`src/rtl/status_pkg.sv`:
```
// Shared definitions for the status-flag port arbiter: op codes, FSM states, default width.
// Latency: n/a (package only).
// Backpressure: n/a (package only).
package status_pkg;

   localparam int ADDR_W_DEF = 4;

   // Operation codes; every op returns the pre-access value of the entry.
   localparam logic [1:0] OP_READ   = 2'b00;  // no write
   localparam logic [1:0] OP_WRITE  = 2'b01;  // write wdata
   localparam logic [1:0] OP_TAS    = 2'b10;  // write 1
   localparam logic [1:0] OP_TOGGLE = 2'b11;  // write inverted old value

   typedef enum logic {
      ST_SWEEP = 1'b0,
      ST_RUN   = 1'b1
   } state_e;

endpackage

```
`src/rtl/status_port_arbiter_if.sv`:
```
// Bundle for the two requester ports plus the single-port status memory.
// Latency: gnt combinational in the access cycle; rdata/rvalid one cycle later.
// Backpressure: a requester holds req/op/addr/wdata until it sees its gnt bit.
// master: requesters and memory model; slave: the arbiter.
interface status_port_arbiter_if #(
   parameter int ADDR_W = status_pkg::ADDR_W_DEF
);
   logic              clear_all;
   logic [1:0]        req;
   logic [1:0]        op0;
   logic [1:0]        op1;
   logic [ADDR_W-1:0] addr0;
   logic [ADDR_W-1:0] addr1;
   logic              wdata0;
   logic              wdata1;
   logic [1:0]        gnt;
   logic              rdata;
   logic [1:0]        rvalid;
   logic              busy;
   logic [ADDR_W-1:0] mem_addr;
   logic              mem_we;
   logic              mem_din;
   logic              mem_dout;

   modport master (
      output clear_all, req, op0, op1, addr0, addr1, wdata0, wdata1, mem_dout,
      input  gnt, rdata, rvalid, busy, mem_addr, mem_we, mem_din
   );

   modport slave (
      input  clear_all, req, op0, op1, addr0, addr1, wdata0, wdata1, mem_dout,
      output gnt, rdata, rvalid, busy, mem_addr, mem_we, mem_din
   );
endinterface

```
`src/rtl/rr_arb2.sv`:
```
// Two-input round-robin arbiter; on a tie grants the port that was not granted last.
// Latency: combinational grant; last pointer updates at the edge ending the grant.
// Backpressure: en_i low forces no grant; losers simply keep requesting.
// Ports: clk, rst (async high), req_i[1:0], en_i, gnt_o[1:0] (one-hot or zero).
module rr_arb2 (
   input  logic       clk,
   input  logic       rst,
   input  logic [1:0] req_i,
   input  logic       en_i,
   output logic [1:0] gnt_o
);

   // last_q = index of the most recently granted port; resets to 1 so port 0 wins the first tie.
   logic last_q;
   logic last_d;

   always_comb begin
      gnt_o = 2'b00;
      if (en_i) begin
         case (req_i)
            2'b01:   gnt_o = 2'b01;
            2'b10:   gnt_o = 2'b10;
            2'b11:   gnt_o = last_q ? 2'b01 : 2'b10;
            default: gnt_o = 2'b00;
         endcase
      end
   end

   always_comb begin
      last_d = last_q;
      if (gnt_o[0]) begin
         last_d = 1'b0;
      end else if (gnt_o[1]) begin
         last_d = 1'b1;
      end
   end

   always_ff @(posedge clk or posedge rst) begin
      if (rst) begin
         last_q <= 1'b1;
      end else begin
         last_q <= last_d;
      end
   end

endmodule

```
`src/rtl/status_port_arbiter.sv`:
```
// Owns the 1-bit x 2^ADDR_W status memory: zero-sweeps it after reset / clear_all, then
// grants one single-cycle READ/WRITE/TAS/TOGGLE per cycle, round-robin between two ports.
// Latency: access in the gnt cycle, rdata/rvalid one cycle later; sweep takes 2^ADDR_W cycles.
// Backpressure: gnt withheld during sweep and in a clear_all cycle; requesters hold until gnt.
// Ports: clk, rst (async high), bus (slave modport: requests, results, memory pins).
module status_port_arbiter
   import status_pkg::*;
#(
   parameter int ADDR_W = ADDR_W_DEF
) (
   input logic                 clk,
   input logic                 rst,
   status_port_arbiter_if.slave bus
);

   localparam logic [ADDR_W-1:0] CNT_LAST = '1;

   state_e            state_q, state_d;
   logic [ADDR_W-1:0] cnt_q, cnt_d;
   logic              rdata_q;
   logic [1:0]        rvalid_q;

   logic [1:0]        gnt;
   logic              arb_en;
   logic [1:0]        sel_op;
   logic [ADDR_W-1:0] sel_addr;
   logic              sel_wdata;

   logic              busy;
   logic              mem_we;
   logic              mem_din;
   logic [ADDR_W-1:0] mem_addr;

   // clear_all beats requests in RUN; no grants at all while sweeping.
   assign arb_en = (state_q == ST_RUN) && !bus.clear_all;

   rr_arb2 u_arb (
      .clk   (clk),
      .rst   (rst),
      .req_i (bus.req),
      .en_i  (arb_en),
      .gnt_o (gnt)
   );

   // Port mux driven by the one-hot grant.
   assign sel_op    = gnt[1] ? bus.op1    : bus.op0;
   assign sel_addr  = gnt[1] ? bus.addr1  : bus.addr0;
   assign sel_wdata = gnt[1] ? bus.wdata1 : bus.wdata0;

   // FSM state register.
   always_ff @(posedge clk or posedge rst) begin
      if (rst) begin
         state_q <= ST_SWEEP;
         cnt_q   <= '0;
      end else begin
         state_q <= state_d;
         cnt_q   <= cnt_d;
      end
   end

   // FSM next state. The counter wraps to 0 on the last sweep cycle, ready for the next sweep.
   always_comb begin
      state_d = state_q;
      cnt_d   = cnt_q;
      case (state_q)
         ST_SWEEP: begin
            cnt_d = cnt_q + 1'b1;
            if (cnt_q == CNT_LAST) begin
               state_d = ST_RUN;
            end
         end
         ST_RUN: begin
            if (bus.clear_all) begin
               state_d = ST_SWEEP;
               cnt_d   = '0;
            end
         end
         default: begin
            state_d = ST_SWEEP;
            cnt_d   = '0;
         end
      endcase
   end

   // FSM outputs and memory mux. TOGGLE inverts the combinational read of the same entry.
   always_comb begin
      busy     = 1'b0;
      mem_we   = 1'b0;
      mem_din  = 1'b0;
      mem_addr = '0;
      if (state_q == ST_SWEEP) begin
         busy     = 1'b1;
         mem_we   = 1'b1;
         mem_addr = cnt_q;
      end else if (gnt != 2'b00) begin
         mem_addr = sel_addr;
         case (sel_op)
            OP_WRITE: begin
               mem_we  = 1'b1;
               mem_din = sel_wdata;
            end
            OP_TAS: begin
               mem_we  = 1'b1;
               mem_din = 1'b1;
            end
            OP_TOGGLE: begin
               mem_we  = 1'b1;
               mem_din = ~bus.mem_dout;
            end
            default: begin
               mem_we  = 1'b0;
               mem_din = 1'b0;
            end
         endcase
      end
   end

   // Result register: captures the pre-write value seen in the grant cycle.
   always_ff @(posedge clk or posedge rst) begin
      if (rst) begin
         rdata_q  <= 1'b0;
         rvalid_q <= 2'b00;
      end else begin
         rvalid_q <= gnt;
         if (gnt != 2'b00) begin
            rdata_q <= bus.mem_dout;
         end
      end
   end

   assign bus.gnt      = gnt;
   assign bus.rdata    = rdata_q;
   assign bus.rvalid   = rvalid_q;
   assign bus.busy     = busy;
   assign bus.mem_we   = mem_we;
   assign bus.mem_din  = mem_din;
   assign bus.mem_addr = mem_addr;

endmodule
```
`src/flat_wrapper.sv`:
```
// flat-port wrapper written by rule: the top's interface ports become plain ports
module status_port_arbiter_flat import status_pkg::*;
#(
   parameter int ADDR_W = ADDR_W_DEF
)
  (clk, rst, bus_clear_all, bus_req, bus_op0, bus_op1, bus_addr0, bus_addr1, bus_wdata0, bus_wdata1, bus_mem_dout, bus_gnt, bus_rdata, bus_rvalid, bus_busy, bus_mem_addr, bus_mem_we, bus_mem_din);
  status_port_arbiter_if #(.ADDR_W(ADDR_W)) bus_i ();
  input logic clk;
  input logic rst;
  input wire logic [$bits(bus_i.clear_all)-1:0] bus_clear_all;
  input wire logic [$bits(bus_i.req)-1:0] bus_req;
  input wire logic [$bits(bus_i.op0)-1:0] bus_op0;
  input wire logic [$bits(bus_i.op1)-1:0] bus_op1;
  input wire logic [$bits(bus_i.addr0)-1:0] bus_addr0;
  input wire logic [$bits(bus_i.addr1)-1:0] bus_addr1;
  input wire logic [$bits(bus_i.wdata0)-1:0] bus_wdata0;
  input wire logic [$bits(bus_i.wdata1)-1:0] bus_wdata1;
  input wire logic [$bits(bus_i.mem_dout)-1:0] bus_mem_dout;
  output wire logic [$bits(bus_i.gnt)-1:0] bus_gnt;
  output wire logic [$bits(bus_i.rdata)-1:0] bus_rdata;
  output wire logic [$bits(bus_i.rvalid)-1:0] bus_rvalid;
  output wire logic [$bits(bus_i.busy)-1:0] bus_busy;
  output wire logic [$bits(bus_i.mem_addr)-1:0] bus_mem_addr;
  output wire logic [$bits(bus_i.mem_we)-1:0] bus_mem_we;
  output wire logic [$bits(bus_i.mem_din)-1:0] bus_mem_din;
  assign bus_i.clear_all = bus_clear_all;
  assign bus_i.req = bus_req;
  assign bus_i.op0 = bus_op0;
  assign bus_i.op1 = bus_op1;
  assign bus_i.addr0 = bus_addr0;
  assign bus_i.addr1 = bus_addr1;
  assign bus_i.wdata0 = bus_wdata0;
  assign bus_i.wdata1 = bus_wdata1;
  assign bus_i.mem_dout = bus_mem_dout;
  assign bus_gnt = bus_i.gnt;
  assign bus_rdata = bus_i.rdata;
  assign bus_rvalid = bus_i.rvalid;
  assign bus_busy = bus_i.busy;
  assign bus_mem_addr = bus_i.mem_addr;
  assign bus_mem_we = bus_i.mem_we;
  assign bus_mem_din = bus_i.mem_din;
  status_port_arbiter #(.ADDR_W(ADDR_W)) u_core (.clk(clk), .rst(rst), .bus(bus_i));
endmodule
```
`config.mk`:
```
export PLATFORM = sky130hd
export DESIGN_NAME = status_port_arbiter_flat
export DESIGN_NICKNAME = d
export VERILOG_FILES = /design/src/rtl/status_pkg.sv /design/src/rtl/status_port_arbiter_if.sv /design/src/rtl/rr_arb2.sv /design/src/rtl/status_port_arbiter.sv /design/src/flat_wrapper.sv
export SDC_FILE = /design/constraint.sdc
export NUM_CORES = 1
export LEC_CHECK = 0
export BUFFER_PORTS_ARGS = -buffer_cell sky130_fd_sc_hd__clkbuf_2
export CAP_MARGIN = 5
export CORE_AREA = 2 2 40 42
export DETAILED_ROUTE_END_ITERATION = 10
export DIE_AREA = 0 0 42 44
export PLACE_DENSITY = 0.85
export SLEW_MARGIN = 20
export SYNTH_ARGS = -nofsm -noshare
export SYNTH_HDL_FRONTEND = slang
export SYNTH_SLANG_ARGS = --single-unit
```
`constraint.sdc`:
```
create_clock -name clk -period 1.7 [get_ports clk]
set_clock_uncertainty 0.05 [all_clocks]
set_input_delay 0.34 -clock clk [delete_from_list [all_inputs] [get_ports clk]]
set_output_delay 0.34 -clock clk [all_outputs]
set_load 0.05 [all_outputs]
```
After elaboration in Yosys (flattened, before gate mapping)
Cells that the tools add are included.
{"block": "totals", "register_bits": 9, "inputBits": 20, "out_inout_bits": 12, "word_cells": 42}
{"block": "classes", "n_addsub": 1, "eq_ne": 8, "muxes": 22, "bitwise": 2, "n_reduce_logical": 4}
{"cell": "$mux 4", "count": 4}
{"cell": "$mux 1", "count": 11}
{"cell": "$eq 2x2->1 const B", "count": 4}
{"cell": "$pmux 4 s2", "count": 1}
{"cell": "$mux 2", "count": 3}
{"cell": "$pmux 2 s3", "count": 1}
{"cell": "$add 4x1->4 const B", "count": 1}
{"cell": "$eq 2x1->1 const B", "count": 2}
{"cell": "$eq 4x4->1 const B", "count": 1}
{"cell": "$pmux 1 s3", "count": 1}
{"cell": "$reduce_or 3->1", "count": 1}
{"cell": "$ne 2x2->1 const B", "count": 1}
{"cell": "$not 1->1", "count": 2}
{"cell": "$pmux 1 s2", "count": 1}
{"cell": "$reduce_bool 2->1", "count": 1}
{"cell": "$logic_and 1x1->1", "count": 1}
{"cell": "$logic_not 1->1", "count": 1}

Longest topological paths before layout
{"block": "logic_depth", "ltp_word": 9, "mapped_depth": 5, "ltp_nobuf": 5}

Cells and area by module
A second synthesis with hierarchy kept.
{"block": "hier_totals", "hier_cells": 60, "hier_area_um2": 528.0}
{"mod": "status_port_arbiter", "instances": 1, "cells_each": 51, "area_per_inst_um2": 461.7, "seq_area_each_um2": 200.2}
{"mod": "rr_arb2", "instances": 1, "cells_each": 9, "area_per_inst_um2": 66.3, "seq_area_each_um2": 26.3}

Least setup slack after synthesis
Ideal clock, no wire load.
{"block": "synth_timing", "path_type": "input to output", "start": "input port bus_clear_all", "end": "output port bus_mem_we", "t_arrival_ns": 2.261, "required_time_ns": 1.310, "setup_slack_ns": -0.951, "cell_stages": 5, "path_buffers": 0, "cell_sequence": "and2b_4 nand3_4 clkinv_1 nor3_1 o31ai_1"}
{"block": "synth_via", "elab_chain_len": 9, "word_cells_on_any_way": 12, "classes_between": "eq/ne (3); mux (5); reduce/logical (4)"}
{"element": "start: declaration", "line_no": "flat_wrapper.sv:10", "source": "input wire logic [$bits(bus_i.clear_all)-1:0] bus_clear_all;"}
{"element": "$logic_not 1->1 *", "line_no": "status_port_arbiter.sv:35", "source": "assign arb_en = (state_q == ST_RUN) && !bus.clear_all;"}
{"element": "$logic_and 1x1->1 *", "line_no": "status_port_arbiter.sv:35"}
{"element": "$mux 2 *", "line_no": "rr_arb2.sv:19", "source": "if (en_i) begin"}
{"element": "net bus_gnt[1]", "line_no": "flat_wrapper.sv:19", "source": "output wire logic [$bits(bus_i.gnt)-1:0] bus_gnt;"}
{"element": "$mux 2", "line_no": "status_port_arbiter.sv:46", "source": "assign sel_op = gnt[1] ? bus.op1 : bus.op0;"}
{"element": "$eq 2x1->1 / $eq 2x2->1 (equally long branches)", "line_no": "status_port_arbiter.sv:97", "source": "case (sel_op)"}
{"element": "$reduce_or 3->1 (no line)"}
{"element": "$mux 1", "line_no": "status_port_arbiter.sv:97"}
{"element": "$mux 1 *", "line_no": "status_port_arbiter.sv:95", "source": "end else if (gnt != 2'b00) begin"}
{"element": "$mux 1 *", "line_no": "status_port_arbiter.sv:91", "source": "if (state_q == ST_SWEEP) begin"}
{"element": "end: declaration", "line_no": "flat_wrapper.sv:24", "source": "output wire logic [$bits(bus_i.mem_we)-1:0] bus_mem_we;"}
The timed path passes the listed nets; every way through them passes the cells marked *.

Worst setup path after layout
{"block": "layout_timing", "start": "register u_core.u_arb.last_q", "end": "output port bus_mem_addr[3]"}
{"block": "layout_via", "elab_chain_len": 6, "word_cells_on_any_way": 7, "classes_between": "mux (6); reduce/logical (1)"}
{"element": "start: declaration", "line_no": "rr_arb2.sv:14", "source": "logic last_q;"}
{"element": "start signal: assignment", "line_no": "rr_arb2.sv:42", "source": "last_q <= last_d;"}
{"element": "$mux 2 *", "line_no": "rr_arb2.sv:23", "source": "2'b11: gnt_o = last_q ? 2'b01 : 2'b10;"}
{"element": "$pmux 2 s3 *", "line_no": "rr_arb2.sv:20", "source": "case (req_i)"}
{"element": "$mux 2 *", "line_no": "rr_arb2.sv:19"}
{"element": "$mux 4 / $reduce_bool 2->1 (equally long branches)"}
{"element": "$mux 4 *", "line_no": "status_port_arbiter.sv:95"}
{"element": "$mux 4 *", "line_no": "status_port_arbiter.sv:91"}
{"element": "end: declaration", "line_no": "flat_wrapper.sv:23", "source": "output wire logic [$bits(bus_i.mem_addr)-1:0] bus_mem_addr;"}
Every way passes the cells marked *; elsewhere a longest branch is shown, timed or not.

==> impl_metrics.tcl <==
set metrics [dict create \
    grt_usage_pct 23.5 \
    layout.nets 130 \
    worstMarginPinSlew_ns 0.353 \
    port_buffers 31 \
    grt_pass1_wl_um 3080 \
    antenna_found_initial 0 \
    fmax_mhz 483 \
    power_density_nw_per_um2 1620 \
    cp.required_ns 1.31 \
    worst_setup_path_start_kind "flip-flop" \
    die-area_um2 1850 \
    rsz0062_at_grt "yes" \
    crit_path_end_kind "output port" \
    final_critical_path_setup_slack_ns -0.369 \
    seq_area_um2 226 \
    relSlewSlack_pct 76.4 \
    ios 32 \
    vdd_ir_drop_max_mv 1.32 \
    nFillCells 75 \
    routedWlPerCell_um 16.5 \
    drive_gt1_share_pct 69.4 \
    setup_violations 8 \
    cts.sinks 9 \
    fp-row-count 14 \
    worstPathArrival_ns 1.68 \
    vias 657 \
    multi_input_area_um2 465 \
    clk_pin_slew_ns 0.06 \
    cpPeakStageDelay_ns 0.56 \
    cts_buffer_depth 2 \
    busiest_layer "met2" \
    fin_util_pct 82.9 \
    cts-buffers-inserted 3 \
    r2r_start "u_core.state_q" \
    r2r-end "u_core.bus.rdata" \
    slew_viol_final 0 \
    timing.final.crit_period_ns 2.07 \
    vias_per_cell 5.30 \
    area_growth_pct 114 \
    yosysTopAreaCellShare_pct 36.4 \
    synth.distinct_cells 28 \
    reg2reg_setup_slack_ns 0.20 \
    synth_seq_cells 9 \
    fp.coreArea_um2 1420 \
    grt_overflow 0 \
    grt_pass1_vias 683 \
    grt_max_degree 10 \
    synth_area_leaders "dfrtp_1 (36%), mux2i_1 (7.3%), o2bb2ai_1 (6.4%)" \
    place_congestion 0.797 \
    met3_usage_pct 4.17 \
    postRouteAntennaNets 0 \
    h-tree-depth 1 \
    clk_latency_ns 0.26 \
    diodes 0 \
    critPathBufInv 1 \
    stdcell_area_um2 1180 \
    drt_wl_total_um 2050 \
    critPathKind "flip-flop to output port" \
    holdWs_ns 0.304 \
    tritoncts "built" \
    grtUsageMet2_pct 42.8 \
    final_common_cell "clkbuf_2" \
    syn_nets 75 \
    path_max_fanout 8 \
    use_met1_pct 27.1 \
    hold_depth 2 \
    start_util_pct 38.8 \
    yosysTopAreaCell "dfrtp_1" \
    cp_slowest_cell "dfstp_2" \
    power_leakage_nw 0.541 \
    violations "setup timing" \
    dp_hpwl_um 1290 \
    hold_class "input pin to flip-flop" \
    drc 0 \
    min_period_over_period_pct 122 \
    netlist_instances 54 \
    hold_start "bus_mem_dout" \
    hold_path_end "u_core.bus.rdata" \
    ys_seq_area_share_pct 41.1 \
    layout_common_cells "clkbuf_2 (22), buf_4 (15), dfrtp_1 (8)" \
    rr_worst_depth 5 \
    dpl_cell_area_um2 943 \
    status "finished, violations left" \
    hold_violations 0 \
    drt_iter0_markers 9 \
    dieHeight_um 44 \
    yosysWarningCount 0 \
    crit_family "flip-flops" \
    die_w_um 42 \
    max_cap_violations 0 \
    crit_path_start "u_core.u_arb.last_q" \
    cts-root-buf "clkbuf_4" \
    syn_area_um2 551 \
    first_pass_iters 4 \
    synth.avg_cell_area_um2 10.2 \
    worstPathCellList "nand2_4, nand3_4, mux2i_2, o2bb2ai_4, clkbuf_4" \
]
==> synth_stat cells (all sizes together) <==
cell,count
xor2,1
o2bb2ai,4
a21oi,2
dfrtp,8
a22o,1
and2b,1
inv,3
nand4b,2
and2,1
nand2,6
nand4,1
o211ai,1
o31ai,1
a32o,1
ha,1
mux2,1
clkinv,1
a31oi,2
o21ai,4
nor3,2
a41o,1
xnor2,1
nand3,2
buf,1
dfstp,1
mux2i,4
==> registers in the layout, indices dropped and copies added, names as in the netlist <==
name / flops
u_core.bus.rdata: 1
u_core.bus.rvalid: 2
u_core.state_q: 1
u_core.cnt_q: 4
u_core.u_arb.last_q: 1
==> power by group <==
part / internal (mW) / total [mW] / switching, mW / leakage [nW]
sequential: 0.313 / 0.429 / 0.116 / 0.112
clock: 0.0906 / 0.169 / 0.0782 / 0.0150
combinational: 0.597 / 1.30 / 0.708 / 0.414
total: 1.00 / 1.90 / 0.902 / 0.541
==> timing repair <==
| item | 4_1_cts | 5_1_grt |
|---|---|---|
| resized for setup | 27 | 14 |
| buffers inserted | 4 | 6 |
| pin swaps | 5 | 1 |
| hold buffers | 1 | 0 |
| hold endpoints to repair | 8 | 0 |
| setup endpoints to repair | 9 | 9 |
==> metrics by stage <==
stage	setup slack, ns	instances	TNS, ns	power (mW)
after detailed placement	-0.239	114	-1.23	1.51
after global placement	-0.206	114	-1.10	1.48
after CTS	-0.346	122	-2.09	1.84
after global routing	-0.455	124	-2.88	2.00
after floorplan	-0.135	54	-0.255	1.23
final	-0.369	124	-2.32	1.90
==> cell type report <==
type	count	area share (%)
repair buffers	51	34.9
clock buffers	4	2.23
flip-flops and latches	9	19.3
inverters	4	2.34
multi-input cells	40	39.6
well taps	16	1.70
==> cell families after synthesis <==
family | synth area share (%)
AOI/OAI and AO/OA | 22.0
xor gates and xnor gates | 3.18
adders and majority gates | 2.27
buffers and inverters | 4.77
DFF | 41.1
muxes | 9.32
and+or+nand+nor | 17.3
==> per-layer routing <==
metal	part of all wire, %	up-vias
met5	0	-
met4	1.4	0
met3	4.0	4
met2	55	23
met1	40	316
li1	-	314
==> worst max path at each step <==
| stage | cells after the start | end | slack [ns] |
|---|---|---|---|
| finish | 5 | bus_mem_addr[3] | -0.37 |
| floorplan | 5 | bus_mem_we | -0.14 |
| global route | 5 | bus_mem_din | -0.45 |
| CTS | 5 | bus_mem_din | -0.35 |
| detailed placement | 7 | bus_mem_din | -0.24 |
| global placement | 8 | bus_mem_we | -0.21 |
No activity file was read; power rests on OpenSTA's default activity.
